$ cat src/rtl/phase2_pkg.sv
// Shared types and constants for the two-phase handshake transmitter.
package phase2_pkg;

  // Width of the completed-transfer counter.
  localparam int unsigned CNT_W = 16;

  // Transmit FSM: IDLE has no word in flight; WAIT_ACK waits for the remote toggle.
  typedef enum logic [0:0] {
    IDLE     = 1'b0,
    WAIT_ACK = 1'b1
  } state_t;

endpackage

$ cat src/rtl/phase2_sync.sv
// Single-bit multi-flop synchronizer. Brings an asynchronous level into the clk_i domain.
module phase2_sync #(
  parameter int STAGES = 2
) (
  input  logic clk_i,
  input  logic rst_i,
  input  logic d_i,
  output logic q_o
);

  logic [STAGES-1:0] r_sync;

  // Shift the async input through the flop chain; cleared by synchronous reset.
  always_ff @(posedge clk_i) begin
    if (rst_i) begin
      r_sync <= '0;
    end else begin
      r_sync <= {r_sync[STAGES-2:0], d_i};
    end
  end

  assign q_o = r_sync[STAGES-1];

endmodule

$ cat src/rtl/phase2_tx.sv
// Two-phase (toggle) request/acknowledge transmitter with a small FIFO input buffer.
// Each toggle of req_o announces the word on data_o; the remote receiver answers by
// making ack_i equal to req_o. ack_i is asynchronous and is synchronized before use.
module phase2_tx
  import phase2_pkg::*;
#(
  parameter type T             = logic [31:0],
  parameter int  LOG_BUF_DEPTH = 1,
  parameter int  SYNC_STAGES   = 2
) (
  input  logic             clk_i,
  input  logic             rst_i,
  input  T                 in_data_i,
  input  logic             in_valid_i,
  output logic             in_ready_o,
  output logic             req_o,
  output T                 data_o,
  input  logic             ack_i,
  output logic             idle_o,
  output logic             err_o,
  output logic [CNT_W-1:0] tx_count_o
);

  localparam int unsigned DEPTH = 2 ** LOG_BUF_DEPTH;

  // Buffer storage and wrap-bit pointers.
  T                   r_mem [DEPTH];
  logic [LOG_BUF_DEPTH:0] r_wptr;
  logic [LOG_BUF_DEPTH:0] r_rptr;

  // Transmit side state.
  state_t             r_state;
  logic               r_req;
  T                   r_data;
  logic               r_err;
  logic [CNT_W-1:0]   r_count;

  // Combinational helpers.
  logic w_ack_s;
  logic w_full;
  logic w_empty;
  logic w_push;
  logic w_pop;
  logic w_done;

  phase2_sync #(
    .STAGES(SYNC_STAGES)
  ) u_ack_sync (
    .clk_i(clk_i),
    .rst_i(rst_i),
    .d_i  (ack_i),
    .q_o  (w_ack_s)
  );

  // Buffer status, handshake completion and push/pop qualification.
  always_comb begin
    w_full  = (r_wptr[LOG_BUF_DEPTH] != r_rptr[LOG_BUF_DEPTH]) &&
              (r_wptr[LOG_BUF_DEPTH-1:0] == r_rptr[LOG_BUF_DEPTH-1:0]);
    w_empty = (r_wptr == r_rptr);
    w_push  = in_valid_i && !w_full;
    w_done  = (r_state == WAIT_ACK) && (w_ack_s == r_req);
    // A completing transfer may immediately launch the next buffered word.
    w_pop   = !w_empty && ((r_state == IDLE) || w_done);
  end

  // Buffer storage write; contents need no reset because pointers gate validity.
  always_ff @(posedge clk_i) begin
    if (w_push) begin
      r_mem[r_wptr[LOG_BUF_DEPTH-1:0]] <= in_data_i;
    end
  end

  // Buffer pointers; push and pop in the same cycle both advance.
  always_ff @(posedge clk_i) begin
    if (rst_i) begin
      r_wptr <= '0;
      r_rptr <= '0;
    end else begin
      if (w_push) begin
        r_wptr <= r_wptr + 1'b1;
      end
      if (w_pop) begin
        r_rptr <= r_rptr + 1'b1;
      end
    end
  end

  // Handshake FSM, output word register, transfer counter and sticky error flag.
  always_ff @(posedge clk_i) begin
    assert (LOG_BUF_DEPTH >= 1) else $error("phase2_tx: LOG_BUF_DEPTH must be >= 1");
    assert (SYNC_STAGES >= 2) else $error("phase2_tx: SYNC_STAGES must be >= 2");
    if (rst_i) begin
      r_state <= IDLE;
      r_req   <= 1'b0;
      r_data  <= '0;
      r_err   <= 1'b0;
      r_count <= '0;
    end else begin
      if (w_pop) begin
        r_data <= r_mem[r_rptr[LOG_BUF_DEPTH-1:0]];
        r_req  <= ~r_req;
      end
      if (w_done) begin
        r_count <= r_count + 1'b1;
      end
      // An acknowledge toggle with nothing in flight is a protocol error.
      if ((r_state == IDLE) && (w_ack_s != r_req)) begin
        r_err <= 1'b1;
      end
      case (r_state)
        IDLE: begin
          if (w_pop) begin
            r_state <= WAIT_ACK;
          end
        end
        WAIT_ACK: begin
          if (w_done && !w_pop) begin
            r_state <= IDLE;
          end
        end
        default: r_state <= IDLE;
      endcase
    end
  end

  // Output mapping.
  always_comb begin
    in_ready_o = !w_full;
    req_o      = r_req;
    data_o     = r_data;
    idle_o     = (r_state == IDLE) && w_empty;
    err_o      = r_err;
    tx_count_o = r_count;
  end

endmodule

$ cat config.mk
export PLATFORM = sky130hd
export DESIGN_NAME = phase2_tx
export DESIGN_NICKNAME = d
export VERILOG_FILES = /design/src/rtl/phase2_pkg.sv /design/src/rtl/phase2_sync.sv /design/src/rtl/phase2_tx.sv
export SDC_FILE = /design/constraint.sdc
export NUM_CORES = 1
export LEC_CHECK = 0
export ABC_AREA = 1
export BUFFER_PORTS_ARGS = -buffer_cell sky130_fd_sc_hd__buf_2
export CORE_MARGIN = 3
export CORE_UTILIZATION = 59
export CTS_CLUSTER_DIAMETER = 60
export DETAILED_ROUTE_END_ITERATION = 8
export HOLD_SLACK_MARGIN = 0.1
export PLACE_DENSITY = 0.89
export SETUP_SLACK_MARGIN = 0.02
export SLEW_MARGIN = 40
export SYNTH_ARGS = -nofsm -noshare
export SYNTH_HDL_FRONTEND = slang
export SYNTH_HIERARCHICAL = 1
export SYNTH_SLANG_ARGS = --single-unit
$ cat constraint.sdc
create_clock -name clk_i -period 8.3 [get_ports clk_i]
set_clock_uncertainty 0.2 [all_clocks]
set_input_delay 0.415 -clock clk_i [delete_from_list [all_inputs] [get_ports clk_i]]
set_output_delay 0.415 -clock clk_i [all_outputs]
set_load 0.03 [all_outputs]
==> results of run 1 <==
worst max-delay path, stage by stage (launching register included):
cell     delay (ns)
dfxtp_1        0.37
xnor2_1        0.40
nand2_4        0.13
nor2_1         0.14
buf_2          0.22
area by class of cell:
class | instances | share of cell area [%]
sequential | 121 | 48.84
inverter | 30 | 1.915
tap | 102 | 2.035
multi-input combinational | 328 | 24.48
timing repair buffer | 127 | 13.33
clock buffer | 22 | 7.562
clock inverter | 10 | 1.836
timing repair:
action,in CTS,in global routing
hold buffers,37,0
endpoints found under the hold margin,73,0
setup buffers,0,0
stage by stage:
step | area (um2) | instances
global placement | 5296 | 670
global route | 6271 | 740
CTS | 6271 | 740
detailed placement | 5311 | 671
finish | 6271 | 740
floorplan | 4858 | 498
logic make-up after synthesis:
kind of cell             count (synthesis)  synth area share, %
flip-flops                             121                63.04
AND/OR/NAND/NOR                        270                24.41
AO/OA/AOI/OAI                           49                5.177
XOR/XNOR                                 8                1.597
adder cells (fa/ha/maj)                  1               0.2575
buffers and inverters                   49                5.511
sequential cells by signal, summed over array words and instances, names as in the netlist:
| name | count |
|---|---|
| data_o | 32 |
| err_o | 1 |
| r_mem | 64 |
| r_rptr | 2 |
| r_state | 1 |
| r_wptr | 2 |
| req_o | 1 |
| tx_count_o | 16 |
| u_ack_sync/r_sync | 2 |
layout by cell type (no fill, tap or decap), types with 2 or more instances in the layout:
master / n
a21oi_1: 8
buf_2: 87
buf_4: 2
bufinv_16: 2
clkbuf_1: 2
clkbuf_16: 17
clkbuf_8: 3
clkinv_2: 3
clkinvlp_4: 3
dfxtp_1: 57
dlygate4sd3_1: 37
edfxtp_1: 64
inv_1: 27
inv_2: 2
nand2_1: 141
nand2_2: 2
nand3_1: 11
nand4_1: 8
nor2_1: 69
nor2_2: 31
nor2_4: 3
o21ai_0: 7
o21ai_1: 31
xnor2_1: 4
xor2_1: 3
per-layer routing:
| layer | part of all wire [%] | vias to the layer above |
|---|---|---|
| met5 | 0 | - |
| met1 | 37 | 1854 |
| met2 | 51 | 221 |
| li1 | - | 1876 |
| met3 | 8.1 | 34 |
| met4 | 3.5 | 0 |
final timing paths:
check / from / endpoint
min reg2reg: u_ack_sync/r_sync[0]$_SDFF_PP0_ / u_ack_sync/r_sync[1]$_SDFF_PP0_
max: r_rptr[1]$_SDFFE_PP0P_ / idle_o
max reg2reg: r_wptr[0]$_SDFFE_PP0N_ / r_mem[1][28]$_DFFE_PP_
min: u_ack_sync/r_sync[0]$_SDFF_PP0_ / u_ack_sync/r_sync[1]$_SDFF_PP0_
power groups by stage:
stage	Combinational, uW	Clock, uW	Sequential [uW]
final	806	725	850
after CTS	801	726	845
after detailed placement	774	0	852
after global placement	745	0	846
after global routing	877	758	862
after floorplan	546	0	968
==> metrics.md, run 1 <==
| Metric | Value |
|---|---|
| VDD IR max | `0.2240 mV` |
| Reg2reg path depth | `6` |
| Yosys warnings | `6` |
| Final Hold Fails | `0` |
| Worst min path class | `flip-flop to flip-flop` |
| GRT met2 Usage | `45.44%` |
| First-pass GRT wire length | `19.40 mm` |
| Leading area contributor after synthesis | `edfxtp_1` |
| Flop pwr share | `35.7%` |
| Vias in the first global route | `4050` |
| Switching share of power | `38.62%` |
| Reg-to-reg setup timing slack | `5.99 ns` |
| Cell area after synthesis | `4858 um2` |
| Setup TNS | `0 ns` |
| # setup viols final | `0` |
| Startpoint class of the critical path | `flip-flop` |
| Critical Path RT | `between 7 and 8 ns` |
| CP Max Fanout | `4` |
| Max Cap Viol | `0` |
| Fill cell count | `479` |
| Hold path depth | `2` |
| Asr flop ratio synth | `0%` |
| Syn_nets | `535` |
| Post-layout util | `79.91%` |
| CTS Buffer Depth | `2` |
| Number of CTS-inserted buffers | `17` |
| Number of synthesized flops with an enable pin | `between 60 and 70` |
| Number of I/O pins | `88` |
| Max_slew headroom | `between 50% and 60%` |
| Initial antenna violation count | `0` |
| Gr ovfl total | `0` |
| Max Slew Vio Count | `0` |
| 1st-iter DRT viols | `305` |
| Critical Path Sink Type | `primary output` |
| Layout area overhead | `29.08%` |
| Status | `finished clean` |
| CTS Root Cell | `clkbuf_8` |
| Setup ws final | `roughly 5.9 ns` |
| Multi-input logic area | `about 1500 um2` |
| Die area | `slightly above 9000 um2` |
| Final period util | `28.66%` |
| Share of cells above drive strength 1 | `roughly 26%` |
| Die height | `96.75 um` |
| Antenna Nets Post-Route | `0` |
| Met3 Track Usage GR | `7.066%` |
| Actual slew at the worst max-slew pin | `0.7237 ns` |
| Switching pwr | `slightly above 900 uW` |
| Clk Latency, worst-skew pair | `0.52 ns` |
| Diode count | `0` |
| PwrDens | `379.7 nW/um2` |
| Share of power burned in the clock network | `30.4%` |
| Fin crit period | `about 2.4 ns` |
| GP Congestion | `0.8668` |
| Most area-consuming cells after synthesis | `edfxtp_1, dfxtp_1, nand2_1, nor2_1, nor2_2` |
| GRT Total Usage | `26.38%` |
| Port bufs | `87` |
| Worst-path clk slew | `0.06 ns` |
| Lkg Pwr | `0.002743 uW` |
| # DRC | `0` |
| Synthesis-stage register bit count | `121` |
| Vias per cell | `roughly 5.4` |
| Drt pass-1 iters | `7` |
| Gate power share | `~34%` |
| DR WL/cell | `16.32 um` |
| Initial Utilization | `around 62%` |
| Post-synth top cells | `nand2_1, nor2_1, edfxtp_1` |
| GR peak layer | `met2` |
| CTS tree | `done` |
| Overall power | `2381 uW` |
| Sequential area share after synthesis | `63.04%` |
| Critical path type | `flip-flop to primary output` |
| Largest net degree at the start of global routing | `37` |
| H-tree Lvls | `4` |
| RSZ-0062 raised after global routing | `no` |
| Worst slack, placed | `6.108 ns` |
| CTS sink count | `~120` |
| Routed WL | `12.07 mm` |
| Most common cell in the synthesized netlist | `nand2_1` |
| Rows | `32` |
| Synth unique cells | `31` |
| Core Region | `7848 um2` |
| Nets@finish | `662` |
| DP HPWL | `6.414 mm` |
| Int Pwr | `1462 uW` |
| Mean Syn Cell Area | `9.756 um2` |
| Via count | `3985` |
| Die width | `96.75 um` |
| Grt met1 use | `28.95%` |
| Synth Flop Type | `edfxtp_1` |
| Post-cts repair resize count | `0` |
| Cell count after synthesis | `498` |
| Crit path arrival time | `approximately 1.8 ns` |
| FMAX | `420.4 MHz` |
| Hold_ws | `0.2293 ns` |
| Register area | `between 3000 and 4000 um2` |
| Synth top area share | `39.56%` |
No activity file was read; power rests on OpenSTA's default activity.
==> run 2, diff against run 1 <==
--- a/config.mk
+++ b/config.mk
@@ -5,14 +5,14 @@
 export SDC_FILE = /design/constraint.sdc
 export NUM_CORES = 1
 export LEC_CHECK = 0
-export ABC_AREA = 1
+export ABC_AREA = 0
 export BUFFER_PORTS_ARGS = -buffer_cell sky130_fd_sc_hd__buf_2
 export CORE_MARGIN = 3
-export CORE_UTILIZATION = 59
+export CORE_UTILIZATION = 54
 export CTS_CLUSTER_DIAMETER = 60
 export DETAILED_ROUTE_END_ITERATION = 8
 export HOLD_SLACK_MARGIN = 0.1
-export PLACE_DENSITY = 0.89
+export PLACE_DENSITY = 0.83
 export SETUP_SLACK_MARGIN = 0.02
 export SLEW_MARGIN = 40
 export SYNTH_ARGS = -nofsm -noshare
==> constraint.sdc (replaced) <==
create_clock -name clk_i -period 2.3 [get_ports clk_i]
set_clock_uncertainty 0.2 [all_clocks]
set_input_delay 0.115 -clock clk_i [delete_from_list [all_inputs] [get_ports clk_i]]
set_output_delay 0.115 -clock clk_i [all_outputs]
set_load 0.03 [all_outputs]
==> run 2 against run 1 <==
Combinational power grew to 3.4 times the previous value. Final cell count decreased by 21%. Sequential share of layout area up 2.1 points. Critical path depth is 1 higher. Global-route usage decreased by 3.3 points. Register-to-register slack worse by 5.8 ns. Synthesized area down 9.0%. Die area down 0.53%. Core utilization down 3.3 points. Final area decreased by 4.1%. Flip-flop and latch count is the same. Highest routed layer unchanged.
==> metrics.md, run 2 <==
| Metric | Value |
|---|---|
| Synth unique cells | `34 (+9.7%)` |
| GRT Total Usage | `23.03% (-3.3 points)` |
| CTS tree | `done` |
| Share of cells above drive strength 1 | `28.78% (+3.2 points)` |
| Most area-consuming cells after synthesis | `edfxtp_1, dfxtp_1, mux2i_1, a211oi_1, nor2_1` |
| Post-layout util | `76.63% (-3.3 points)` |
| H-tree Lvls | `4 (unchanged)` |
| PwrDens | `1426 nW/um2 (+280%)` |
| Cell area after synthesis | `4422 um2 (-9.0%)` |
| RSZ-0062 raised after global routing | `no` |
| Share of power burned in the clock network | `32.0% (+1.6 points)` |
| Syn_nets | `372 (-30%)` |
| Synthesis-stage register bit count | `121 (unchanged)` |
| Initial antenna violation count | `0 (unchanged)` |
| Port bufs | `87 (unchanged)` |
| Commonest non-fill, non-tap cell in the layout | `buf_2` |
| Max_slew headroom | `59.86% (+8.2 points)` |
| Die height | `96.49 um (-0.26%)` |
| Int Pwr | `5561 uW (+280%)` |
| Max Slew Vio Count | `0 (unchanged)` |
| Lkg Pwr | `0.002400 uW (-13%)` |
| Startpoint class of the critical path | `flip-flop` |
| Yosys warnings | `6 (unchanged)` |
| Crit path arrival time | `2.34 ns (+0.58 ns)` |
| Via count | `3135 (-21%)` |
| Layout area overhead | `35.99%` |
| Slowest CP cell | `or4_1` |
| Antenna Nets Post-Route | `0 (unchanged)` |
| Asr flop ratio synth | `0% (unchanged)` |
| # setup viols final | `0 (unchanged)` |
| Worst-path clk slew | `0.06 ns (about the same)` |
| Final Hold Fails | `0 (unchanged)` |
| Initial Utilization | `56.35% (-5.6 points)` |
| Reg2reg start | `tx_count_o[0]$_SDFFE_PP0P_` |
| Number of I/O pins | `88 (unchanged)` |
| CP max stage delay | `0.60 ns (+0.20 ns)` |
| Die area | `9310 um2 (-0.53%)` |
| Drt pass-1 iters | `4 (-3)` |
| Cell count after synthesis | `335 (-33%)` |
| Critical path, cell by cell | `ha_1 -> nand3_1 -> or4_1 -> or3_1 -> a21oi_1` |
| Switching pwr | `3013 uW (+230%)` |
| DP HPWL | `5.307 mm (-17%)` |
| Hold path start | `in_data_i[12]` |
| Setup bufs post-CTS | `0 (unchanged)` |
| Diode count | `0 (unchanged)` |
| Gr ovfl total | `0 (unchanged)` |
| Number of synthesized flops with an enable pin | `64 (unchanged)` |
| Clk Latency, worst-skew pair | `0.51 ns (about the same)` |
| Hold path depth | `2 (unchanged)` |
| Post-cts repair resize count | `0 (unchanged)` |
| RR Endpoint | `tx_count_o[14]$_SDFFE_PP0P_` |
| Synth Flop Type | `edfxtp_1` |
| Worst hold endpoint | `r_mem[0][12]$_DFFE_PP_` |
| Flop pwr share | `36.2% (+0.5 points)` |
| Worst min path class | `primary input to flip-flop` |
| Vias per cell | `5.359 (-0.49%)` |
| Number of CTS-inserted buffers | `17 (unchanged)` |
| Fin crit period | `around 2.1 ns` |
| Critical path type | `flip-flop to flip-flop` |
| Setup TNS | `0 ns (unchanged)` |
| Synth top area share | `43.46% (+3.9 points)` |
| Nets@finish | `507 (-23%)` |
| CP Max Fanout | `7 (+3)` |
| Largest net degree at the start of global routing | `47 (+27%)` |
| CTS Root Cell | `clkbuf_8` |
| Reg2reg path depth | `5 (-1)` |
| FMAX | `roughly 470 MHz` |
| VDD IR max | `0.9799 mV (+340%)` |
| Routed WL | `9.939 mm (-18%)` |
| First-pass GRT wire length | `15.77 mm (-19%)` |
| Actual slew at the worst max-slew pin | `0.6021 ns (-0.1216 ns)` |
| Vias in the first global route | `3261 (-19%)` |
| Most frequent cells in the layout | `buf_2, edfxtp_1, dfxtp_1, nor2_1, dlygate4sd3_1` |
| # DRC | `0 (unchanged)` |
| Status | `finished clean` |
| Max Cap Viol | `0 (unchanged)` |
| Switching share of power | `35.14% (-3.5 points)` |
| Post-synth top cells | `edfxtp_1, dfxtp_1, nor2_1` |
| Final period util | `between 90% and 100%` |
| Reg-to-reg setup timing slack | `0.19 ns (-5.80 ns)` |
| 1st-iter DRT viols | `136 (-55%)` |
| Sequential area share after synthesis | `69.27% (+6.2 points)` |
| Critical Path RT | `2.54 ns (-5.15 ns)` |
| CTS sink count | `121 (unchanged)` |
| Most common cell in the synthesized netlist | `edfxtp_1` |
| Core Region | `7848 um2 (unchanged)` |
| Gate power share | `31.9% (-2.0 points)` |
| Rows | `32 (unchanged)` |
| GP Congestion | `0.7693 (-11%)` |
| DR WL/cell | `16.99 um (+4.1%)` |
| Mean Syn Cell Area | `13.20 um2 (+35%)` |
| Largest register FFs | `64 (unchanged)` |
| CTS Buffer Depth | `2 (unchanged)` |
| Critical Path Sink Type | `flip-flop` |
| Leading area contributor after synthesis | `edfxtp_1` |
| Die width | `96.49 um (-0.26%)` |
## run 2: cell types whose count changed after synthesis, moves of 17 or more
cell and change:
inv_1 -25, a211oi_1 +32, nand2_1 -135, nor2_1 -17, mux2i_1 +32, nor2_2 -31, o21ai_1 -31
## run 2: cell families (layout without fill, tap and decap cells)
group | after synthesis | count (layout) | synth area share [%]
flip-flops | 121 | 121 | 69.27
adder cells (fa/ha/maj) | 1 | 1 | 0.2829
AND/OR/NAND/NOR | 89 | 89 | 9.112
XOR/XNOR | 17 | 17 | 3.537
AO/OA/AOI/OAI | 48 | 48 | 7.555
multiplexers | 35 | 35 | 8.008
buffers and inverters | 24 | 172 | 2.235
## run 2: how the worst max path moves through the flow
stage,start,end,slack [ns]
5_1_grt,tx_count_o[0]$_SDFFE_PP0P_,tx_count_o[14]$_SDFFE_PP0P_,0.10
3_3_place_gp,tx_count_o[0]$_SDFFE_PP0P_,tx_count_o[14]$_SDFFE_PP0P_,0.36
3_5_place_dp,tx_count_o[0]$_SDFFE_PP0P_,tx_count_o[10]$_SDFFE_PP0P_,0.26
2_1_floorplan,req_o$_SDFFE_PP0P_,tx_count_o[15]$_SDFFE_PP0P_,0.08
6_report,tx_count_o[0]$_SDFFE_PP0P_,tx_count_o[14]$_SDFFE_PP0P_,0.19
4_1_cts,tx_count_o[0]$_SDFFE_PP0P_,tx_count_o[14]$_SDFFE_PP0P_,0.22
## run 2: final cells by class
cell class,instances,area [um2]
Clock inverter,14,197.7
Tap cell,102,127.6
Inverter,4,15.01
Multi-Input combinational cell,190,1272
Clock buffer,18,417.9
Sequential cell,121,3064
Fill cell,506,1834
Timing Repair Buffer,136,918.4
## run 2: power groups by stage
stage	clock [uW]	sequential (uW)	combinational [uW]
2_1_floorplan	0	3510	1460
3_3_place_gp	0	3090	2570
3_5_place_dp	0	3110	2640
4_1_cts	2750	3090	2730
5_1_grt	2880	3140	3000
6_report	2740	3100	2730
## run 2: worst max-delay path: cells and delay by family, from the launching register on
family | cells | cell delay (ns)
AO/OA/AOI/OAI | 1 | 0.15
flip-flops | 1 | 0.39
adder cells (fa/ha/maj) | 1 | 0.22
AND/OR/NAND/NOR | 3 | 1.07
## run 2: timing repair
item / CTS / global route
hold endpoints to repair: 108 / 0
hold buffers: 36 / 0
setup endpoints to repair: 0 / 0
## run 2: layer usage
metal | share of wire (%) | GRT usage, % | vias up
met1 | 39 | 25.19 | 1511
met4 | 1.9 | 8.411 | 0
met2 | 54 | 41.15 | 106
met5 | 0 | 0 | -
li1 | - | - | 1496
met3 | 5.4 | 8.056 | 22
## run 2: through the flow
step                      hold slack, ns  total power (uW)  instances  instance area, um2  setup WS (ns)
after floorplan                 -0.01339              4972        335                4429        0.07565
after global placement            0.1016              5654        517                5037         0.3574
after detailed placement          0.1057              5754        517                5037         0.2637
after CTS                         0.1045              8565        585                6013         0.2165
after global routing              0.1167              9023        585                6013         0.1017
final                             0.1241              8574        585                6013         0.1944
==> run 3, diff against run 2 <==
--- a/config.mk
+++ b/config.mk
@@ -13,6 +13,7 @@
 export DETAILED_ROUTE_END_ITERATION = 8
 export HOLD_SLACK_MARGIN = 0.1
 export PLACE_DENSITY = 0.83
+export RECOVER_POWER = 25
 export SETUP_SLACK_MARGIN = 0.02
 export SLEW_MARGIN = 40
 export SYNTH_ARGS = -nofsm -noshare
==> run 3 against run 2 <==
Critical path depth unchanged. Register-to-register slack is essentially flat. Final area decreased by 0.48%. Clock-buffer cell count stayed put. Sequential power hardly changed. Clock power about the same. Global-route usage unchanged. Flip-flop and latch count unchanged. Sequential share of layout area increased by 0.25 points. First-iteration DRC count shrank 4.4%. Core utilization is 0.37 points lower. Critical endpoint unchanged. Largest cell class unchanged.
==> metrics.md, run 3 (synthesis gave the netlist of run 2 again) <==
| Metric | Value |
|---|---|
| Fin crit period | `2.103 ns (-0.003057 ns)` |
| Max_slew headroom | `60.12% (+0.27 points)` |
| Initial Utilization | `56.35% (unchanged)` |
| GRT Total Usage | `23.03% (unchanged)` |
| Commonest non-fill, non-tap cell in the layout | `edfxtp_1` |
| Largest net degree at the start of global routing | `47 (unchanged)` |
| VDD IR max | `0.9716 mV (-0.85%)` |
| DR WL/cell | `17.00 um (about the same)` |
| Status | `finished clean` |
| Final Hold Fails | `0 (unchanged)` |
| Largest register FFs | `64 (unchanged)` |
| Placed cell area | `5037 um2 (unchanged)` |
| DP HPWL | `5.307 mm (unchanged)` |
| Placed cells | `517 (unchanged)` |
| Setup TNS | `0 ns (unchanged)` |
| Clk Latency, worst-skew pair | `0.51 ns (about the same)` |
| Lkg Pwr | `0.002337 uW (-2.6%)` |
| # DRC | `0 (unchanged)` |
| Die width | `96.49 um (unchanged)` |
| Worst-path clk slew | `0.06 ns (about the same)` |
| Vias per cell | `5.405 (+0.86%)` |
| Gr ovfl total | `0 (unchanged)` |
| FMAX | `475.6 MHz (+0.15%)` |
| Startpoint class of the critical path | `flip-flop` |
| Antenna Nets Post-Route | `0 (unchanged)` |
| Routed WL | `9.943 mm (about the same)` |
| Critical Path Sink Type | `flip-flop` |
| Final period util | `91.42% (-0.13 points)` |
| CTS Root Cell | `clkbuf_8` |
| Crit path arrival time | `2.34 ns (about the same)` |
| Rows | `32 (unchanged)` |
| Drt pass-1 iters | `5 (+1)` |
| CTS Buffer Depth | `2 (unchanged)` |
| CP Max Fanout | `7 (unchanged)` |
| Number of I/O pins | `88 (unchanged)` |
| Nets@finish | `507 (unchanged)` |
| GP Congestion | `0.7693 (unchanged)` |
| Critical path type | `flip-flop to flip-flop` |
| Die height | `96.49 um (unchanged)` |
| Vias in the first global route | `3261 (unchanged)` |
| Max Cap Viol | `0 (unchanged)` |
| Layout area overhead | `35.34%` |
| Worst min path class | `primary input to flip-flop` |
| Critical Path RT | `2.54 ns (about the same)` |
| Fill cell count | `522 (+3.2%)` |
| Actual slew at the worst max-slew pin | `0.5981 ns (-0.003985 ns)` |
| H-tree Lvls | `4 (unchanged)` |
| First-pass GRT wire length | `15.77 mm (unchanged)` |
| CTS sink count | `121 (unchanged)` |
| Hold_ws | `0.1259 ns (+0.001853 ns)` |
| PwrDens | `1430 nW/um2 (+0.32%)` |
| Number of CTS-inserted buffers | `17 (unchanged)` |
| Final Cell Area | `5984 um2 (-0.48%)` |
| Core Region | `7848 um2 (unchanged)` |
| # setup viols final | `0 (unchanged)` |
| RSZ-0062 raised after global routing | `no` |
| Setup bufs post-CTS | `0 (unchanged)` |
| Port bufs | `87 (unchanged)` |
| Max Slew Vio Count | `0 (unchanged)` |
| 1st-iter DRT viols | `130 (-4.4%)` |
| Via count | `3162 (+0.86%)` |
| Initial antenna violation count | `0 (unchanged)` |
| CTS tree | `done` |
| Diode count | `0 (unchanged)` |
| Share of cells above drive strength 1 | `24.02% (-4.8 points)` |
| Most frequent cells in the layout | `edfxtp_1, buf_2, dfxtp_1, nor2_1, dlygate4sd3_1` |
| Post-Layout Cell Count | `585 (unchanged)` |
| Die area | `9310 um2 (unchanged)` |
==> run 3: through the flow <==
step	util, %	setup slack, ns	total power (uW)
CTS	76.63	0.2165	8565
global route	76.26	0.1017	9019
finish	76.26	0.1974	8560
floorplan	-	0.07565	4972
detailed placement	64.19	0.2637	5754
global placement	64.19	0.3574	5654
==> run 3: worst max-delay path, cell delays in order (launching register included) <==
cell,delay (ns)
dfxtp_1,0.39
ha_1,0.22
nand3_1,0.10
or4_1,0.60
or3_1,0.37
a21oi_1,0.15
==> run 3: repair_timing <==
| action | 4_1_cts | 5_1_grt |
|---|---|---|
| hold endpoints to repair | 108 | 0 |
| gates resized for setup | 0 | 0 |
| hold buffers | 36 | 0 |
==> run 3: path summary, 6_finish.rpt <==
path | start | to | slack, ns | cells past startpoint
worst min register to register | u_ack_sync/r_sync[0]$_SDFF_PP0_ | u_ack_sync/r_sync[1]$_SDFF_PP0_ | 0.25 | 1
worst max register to register | tx_count_o[0]$_SDFFE_PP0P_ | tx_count_o[14]$_SDFFE_PP0P_ | 0.20 | 5
worst max-delay path | tx_count_o[0]$_SDFFE_PP0P_ | tx_count_o[14]$_SDFFE_PP0P_ | 0.20 | 5
worst min-delay path | in_data_i[12] | r_mem[0][12]$_DFFE_PP_ | 0.13 | 2
==> run 3: final cells by class <==
class | instances | area, um2 | share of cell area [%]
sequential | 121 | 3064 | 51.20
timing repair buffer | 136 | 889.6 | 14.87
clock buffer | 18 | 417.9 | 6.983
clock inverter | 14 | 197.7 | 3.303
tap | 102 | 127.6 | 2.133
inverter | 4 | 15.01 | 0.2509
multi-input combinational | 190 | 1272 | 21.26
==> run 3: per-layer routing <==
layer	up-vias	GRT usage (%)	routed length, um
li1	1497	-	-
met1	1525	25.19	3826
met2	118	41.15	5381
met3	22	8.056	559
met4	0	8.411	175
met5	-	0	0
==> run 3: power by group <==
part           switching [uW]  internal (uW)  total, uW
Sequential                258           2840       3100
Clock                     972           1770       2740
Combinational            1770            947       2720
Total                    3000           5560       8560
